**config.mk**
```make
export PLATFORM = sky130hd
export DESIGN_NAME = operand_align_buffer
export DESIGN_NICKNAME = d
export VERILOG_FILES = /design/src/rtl/operand_align_buffer.sv
export SDC_FILE = /design/constraint.sdc
export NUM_CORES = 1
export LEC_CHECK = 0
export CORE_UTILIZATION = 49
export CTS_BUF_LIST = sky130_fd_sc_hd__clkbuf_16
export DETAILED_ROUTE_END_ITERATION = 8
export PLACE_DENSITY = 0.71
export REMOVE_ABC_BUFFERS = 1
export SYNTH_ARGS = -nofsm -noshare
export SYNTH_HDL_FRONTEND = slang
export SYNTH_SLANG_ARGS = --single-unit
```
**constraint.sdc**
```tcl
create_clock -name clk -period 7.39 [get_ports clk]
set_input_delay 1.478 -clock clk [delete_from_list [all_inputs] [get_ports clk]]
set_output_delay 1.478 -clock clk [all_outputs]
set_load 0.01 [all_outputs]
```
**src/rtl/operand_align_buffer.sv**
```systemverilog
// Operand alignment buffer: early A operands queue in an in-order FIFO and each
// late B beat pops the oldest A, emitting the aligned pair one cycle later.
//
// Ports:
//   clk, rst (async, active-high), flush (sync clear)
//   a_valid/a_data   : early operand push
//   b_valid/b_data   : late operand, pops/pairs with oldest A
//   out_valid/out_a/out_b : registered aligned pair (held when idle)
//   count/full       : A occupancy, registered
//   overflow/underflow : sticky error flags, cleared by rst or flush
module operand_align_buffer #(
    parameter int element_width = 64,
    parameter int depth         = 8,
    parameter int addr_width    = 3
) (
    input  logic                     clk,
    input  logic                     rst,
    input  logic                     flush,
    input  logic                     a_valid,
    input  logic [element_width-1:0] a_data,
    input  logic                     b_valid,
    input  logic [element_width-1:0] b_data,
    output logic                     out_valid,
    output logic [element_width-1:0] out_a,
    output logic [element_width-1:0] out_b,
    output logic [addr_width:0]      count,
    output logic                     full,
    output logic                     overflow,
    output logic                     underflow
);

    localparam logic [addr_width:0] depth_c = (addr_width + 1)'(depth);

    logic [element_width-1:0] mem_q [depth];

    logic [addr_width-1:0]    wr_ptr_q, wr_ptr_d;
    logic [addr_width-1:0]    rd_ptr_q, rd_ptr_d;
    logic [addr_width:0]      count_q, count_d;
    logic                     full_q, full_d;
    logic                     overflow_q, overflow_d;
    logic                     underflow_q, underflow_d;
    logic                     out_valid_q, out_valid_d;
    logic [element_width-1:0] out_a_q, out_a_d;
    logic [element_width-1:0] out_b_q, out_b_d;

    logic empty;
    logic pop;
    logic bypass;
    logic push;
    logic mem_we;

    always_comb begin
        empty  = (count_q == '0);
        pop    = b_valid && !empty;
        // An A meeting a B at an empty FIFO goes straight to the output.
        bypass = b_valid && empty && a_valid;
        // A pop in the same cycle frees the slot, so a full FIFO still accepts.
        push   = a_valid && !bypass && (!full_q || pop);
        mem_we = push && !flush;

        wr_ptr_d    = wr_ptr_q;
        rd_ptr_d    = rd_ptr_q;
        count_d     = count_q;
        full_d      = full_q;
        overflow_d  = overflow_q;
        underflow_d = underflow_q;
        out_valid_d = 1'b0;
        out_a_d     = out_a_q;
        out_b_d     = out_b_q;

        if (flush) begin
            wr_ptr_d    = '0;
            rd_ptr_d    = '0;
            count_d     = '0;
            full_d      = 1'b0;
            overflow_d  = 1'b0;
            underflow_d = 1'b0;
            out_a_d     = '0;
            out_b_d     = '0;
        end else begin
            if (push) begin
                wr_ptr_d = wr_ptr_q + addr_width'(1);
            end
            if (pop) begin
                rd_ptr_d    = rd_ptr_q + addr_width'(1);
                out_valid_d = 1'b1;
                out_a_d     = mem_q[rd_ptr_q];
                out_b_d     = b_data;
            end else if (bypass) begin
                out_valid_d = 1'b1;
                out_a_d     = a_data;
                out_b_d     = b_data;
            end
            count_d = count_q
                    + {{addr_width{1'b0}}, push}
                    - {{addr_width{1'b0}}, pop};
            full_d  = (count_d == depth_c);
            if (a_valid && !push && !bypass) begin
                overflow_d = 1'b1;
            end
            if (b_valid && empty && !a_valid) begin
                underflow_d = 1'b1;
            end
        end
    end

    always_ff @(posedge clk or posedge rst) begin
        if (rst) begin
            wr_ptr_q    <= '0;
            rd_ptr_q    <= '0;
            count_q     <= '0;
            full_q      <= 1'b0;
            overflow_q  <= 1'b0;
            underflow_q <= 1'b0;
            out_valid_q <= 1'b0;
            out_a_q     <= '0;
            out_b_q     <= '0;
        end else begin
            wr_ptr_q    <= wr_ptr_d;
            rd_ptr_q    <= rd_ptr_d;
            count_q     <= count_d;
            full_q      <= full_d;
            overflow_q  <= overflow_d;
            underflow_q <= underflow_d;
            out_valid_q <= out_valid_d;
            out_a_q     <= out_a_d;
            out_b_q     <= out_b_d;
        end
    end

    // Storage needs no reset; occupancy is tracked by the pointers and count.
    always_ff @(posedge clk) begin
        if (mem_we) begin
            mem_q[wr_ptr_q] <= a_data;
        end
    end

    assign out_valid = out_valid_q;
    assign out_a     = out_a_q;
    assign out_b     = out_b_q;
    assign count     = count_q;
    assign full      = full_q;
    assign overflow  = overflow_q;
    assign underflow = underflow_q;

endmodule

```
After elaboration in Yosys (flattened, before gate mapping)
Memory sizes are Yosys's and may differ from the RTL's.
Index checks and enable logic that the tools add are counted.
{"block": "word_totals", "register_bits": 142, "n_memories": 1, "mem_bits_rw": 512, "out_inout_bits": 136, "word_cells": 58, "inputBits": 133}
{"block": "classes", "muxes": 21, "eq_ne": 1, "reduce_logical": 22, "addsub": 4}
{"name": "mem_q", "depth": 8, "width": 64, "read_ports": 1, "rd_clocked_by_memory_dff": 0, "write_ports": 1, "line_no": "34", "source": "logic [element_width-1:0] mem_q [depth];"}
{"operator": "64-bit 2-to-1 mux", "count": 6}
{"operator": "3-bit 2-to-1 mux", "count": 4}
{"operator": "1-bit 2-to-1 mux", "count": 10}
{"operator": "1-bit logical AND", "count": 9}
{"operator": "2-bit nonzero test", "count": 4}
{"operator": "3-bit by 1-bit adder with 3-bit output, second input constant", "count": 2}
{"operator": "1-bit zero test", "count": 6}
{"operator": "4-bit by 1-bit adder with 4-bit output", "count": 1}
{"operator": "4-bit == test, second input constant", "count": 1}
{"operator": "4-bit zero test", "count": 1}
{"operator": "4-bit 2-to-1 mux", "count": 1}
{"operator": "4-bit by 1-bit subtractor with 4-bit output", "count": 1}
{"operator": "3-bit nonzero test", "count": 1}
{"operator": "1-bit logical OR", "count": 1}

Depth between registers and ports, before layout
{"block": "logic_depth", "word_depth": 11, "depth_mapped": 14, "mapped_depth_nobuf": 13}

Worst setup path before layout
Ideal clock, no wire load.
{"block": "synth_path", "kind": "input-to-reg", "startpoint": "in b_valid", "endpoint": "mem mem_q[1][0], enable pin", "setup_time_ps": 565, "stages": 5, "arrival_time_ps": 6755, "required_ps": 6825, "slack_ps": 71, "cell_sequence": "buf_2 -> nand4bb_1 -> nand3_1 -> or3b_1 -> nor3_1"}
{"block": "synth_via", "elab_chain_cells": 8, "word_cells_on_any_way": 10, "classes_between": "mux: 2; reduce/logical: 8"}
{"item": "start: declaration", "line_no": "21", "source": "input logic b_valid,"}
{"item": "1-bit logical AND (2 in a row)", "line_no": "56", "source": "bypass = b_valid && empty && a_valid;"}
{"item": "1-bit zero test", "line_no": "58", "source": "push = a_valid && !bypass && (!full_q || pop);"}
{"item": "1-bit logical AND", "line_no": "58"}
{"item": "1-bit logical AND *", "line_no": "58"}
{"item": "1-bit logical AND *", "line_no": "59", "source": "mem_we = push && !flush;"}
{"item": "1-bit 2-to-1 mux *", "line_no": "133", "source": "if (mem_we) begin"}
{"item": "1-bit 2-to-1 mux (implied by the code) *", "line_no": "134", "source": "mem_q[wr_ptr_q] <= a_data;"}
{"item": "end: declaration", "line_no": "34"}
Mark *: on every way between the ends. The rest lies on a longest branch, timed or not.

Worst setup path after layout
{"block": "layout_path", "startpoint": "in b_valid", "endpoint": "mem mem_q[3][6], enable pin"}
The elaborated chain is that of the path after synthesis.

==> metrics.cfg <==
[outcome]
status = complete, no violations

[grt]
grt_max_degree = 129
grtUsageTotal = 0.212
grt_pass1_vias = 14100
grt_first_pass_wirelength_um = 84200
grt-ovfl-total = 0
antenna_found_initial = 2

[yosys]
synth_edf_count = 512
ys_types = 32
synth_area_um2 = 25000
ys_async_sr_fraction = 0.217
ys_ff_latch = 654
synthCells = 1317
yosysWarningCount = 0
synth_ff_type = edfxtp_1
syn_area_per_cell_um2 = 19.0
ys_seq_area_frac = 0.756

[floorplan]
initial_core_util = 0.498
ios = 269
die_y_um = 228
die_area_um2 = 52000
core.rowCount = 82
core-area_um2 = 50300
fp.dieW_um = 228

[clock_network]
cts-root-buf = clkbuf_16
cts_tree = done
h-tree-depth = 3
hold_buffers = 0
cts_max_path_buffers = 3
post_cts_buffers = 0
clk_pin_slew_ns = 0.06
cts_buffers = 69
insertion_delay_ns = 0.60
post_cts_resized = 0
clock_sinks = 654

[routing]
firstDrtPassIters = 6
remaining_drc_errors = 0
num_vias = 13100
wl_per_cell_um = 23.1
drtIter0Drc = 1039
viasPerCell = 5.64
wirelength_um = 53700
ant_nets = 0

[sta]
maxSlewViolCount = 0
worstMarginPinSlew_ns = 1.10
finalSetupViolations = 0
relSlewSlack = 0.266
clock.fmax_ghz = 0.232
fin_setup_tns_ns = 0
timing.final.crit_share = 0.584
hold_violations = 0
clock_skew_ns = 0.0215
holdWs_ns = 0.507
rsz0062_at_grt = no
period_minus_slack_ns = 4.32

[finish]
areaGrowthSynthToFinish_pct = 22.3
antenna_cells = 0
fin_nets = 1740
layout-drive-gt1-share = 0.160
final_cell_area_um2 = 30600
final_cells = 2327

[place]
dp.final_hpwl_um = 30400
dpl_cell_area_um2 = 28400
port-buffer-count = 268
gp_congestion = 0.750
dp_cells = 2200

[power_and_ir_drop]
power_density_nw_per_um2 = 319
power.leakage_nw = 10.4
ir_worst_vdd_mv = 0.266

[critical_path]
cp_slowest_cell = buf_4
crit_family = simple AND/OR/NAND/NOR gates
path_max_fanout = 45
critical_path.max_stage_delay_ns = 0.70
worstPathCellList = clkdlybuf4s50_1, nand4bb_1, nand3_1, or3b_1, nor2_4, buf_4
startpoint_type = input port
end_kind = flip-flop
worstSetupPathType = in2reg
required_ns = 7.61
cp.arrival_ns = 4.53
cp.buffers_inverters = 2

[hold_path]
hold_path_class = reg2reg

[run]
cap_violations = 0

kinds of logic after synthesis:
logic type | share of synthesized area
flops | 0.756
simple gates | 0.0373
mux | 0.141
compound gates | 0.0399
buf+inv | 0.0188
fa+ha+maj | 0.00430
xor+xnor | 0.00210
cell type report:
type	count	area, um2
clock inverters	54	404
multi-input cells	574	5700
clock buffers	73	1830
repair buffers	291	2860
inverters	9	38.8
fillers	3640	19700
well taps	672	841
flip-flops and latches	654	18900
sequential cells by signal (all words and copies together), names as in the netlist:
name       cells
underflow      1
wr_ptr_q       3
rd_ptr_q       3
out_valid      1
mem_q        512
full           1
count          4
overflow       1
out_b         64
out_a         64
cells in the mapped netlist (7+ instances only):
cell type	n	area [um2]
nand2_1	131	492
ha_1	7	87.6
clkbuf_1	20	75.1
a21oi_1	66	330
dfrtp_1	142	3550
nor2_1	83	312
mux2i_1	65	651
mux4_2	128	2880
edfxtp_1	512	15400
buf_6	13	146
buf_1	15	56.3
inv_1	9	33.8
buf_2	32	160
a221o_1	64	641
path summary, 6_finish.rpt:
| kind | startpoint | end | slack [ns] | depth (start not counted) |
|---|---|---|---|---|
| max reg2reg | count[2] | mem_q[3][6] | 3.98 | 7 |
| max in group asynchronous | rst | out_a[30] | 4.56 | 3 |
| min | underflow | underflow | 0.51 | 2 |
| min in group asynchronous | rst | out_b[30] | 1.39 | 2 |
| min reg2reg | underflow | underflow | 0.51 | 2 |
| max | b_valid | mem_q[3][6] | 3.07 | 6 |
through the flow:
stage / worst slack (ns) / power (mW) / util
6_report: 3.07 / 9.75 / 0.609
3_3_place_gp: 2.49 / 6.45 / 0.564
4_1_cts: 3.03 / 9.87 / 0.609
5_1_grt: 2.88 / 10.2 / 0.609
2_1_floorplan: 0.230 / 5.78 / -
3_5_place_dp: 2.41 / 6.49 / 0.564
power breakdown:
| group | leakage [nW] | total (mW) | internal (mW) | switching, mW |
|---|---|---|---|---|
| logic | 2.73 | 1.95 | 1.02 | 0.934 |
| registers | 6.52 | 4.42 | 4.26 | 0.157 |
| clock network | 1.15 | 3.38 | 1.97 | 1.40 |
| total | 10.4 | 9.75 | 7.25 | 2.50 |
placed cells by master (no fill, tap or decap), types with 5 or more instances in the layout:
cell type        instances
a21oi_1                 66
a221o_1                 64
buf_4                   22
bufinv_16                5
clkbuf_16               73
clkdlybuf4s50_1        267
clkinv_1                14
clkinv_2                 9
dfrtp_1                139
edfxtp_1               512
ha_1                     7
inv_1                   24
inv_6                    5
mux2i_1                 65
mux4_2                 128
nand2_1                131
nor2_1                  77
nor2_4                   7
xor2_1                   5
layer usage:
| metal | share of wire | wire length, um | up-vias | global-route usage |
|---|---|---|---|---|
| li1 | - | - | 5785 | - |
| met1 | 0.42 | 22500 | 6825 | 0.292 |
| met2 | 0.49 | 26400 | 454 | 0.344 |
| met3 | 0.075 | 4020 | 64 | 0.0496 |
| met4 | 0.015 | 806 | 2 | 0.0533 |
| met5 | 0.00024 | 13 | - | 0 |
tightest hold or removal path: stages, from the launching register on:
cell	delay (ns)
dfrtp_1	0.34
nor2_1	0.05
nor2_1	0.07
Note: power is estimated with default switching activity, not from simulation.
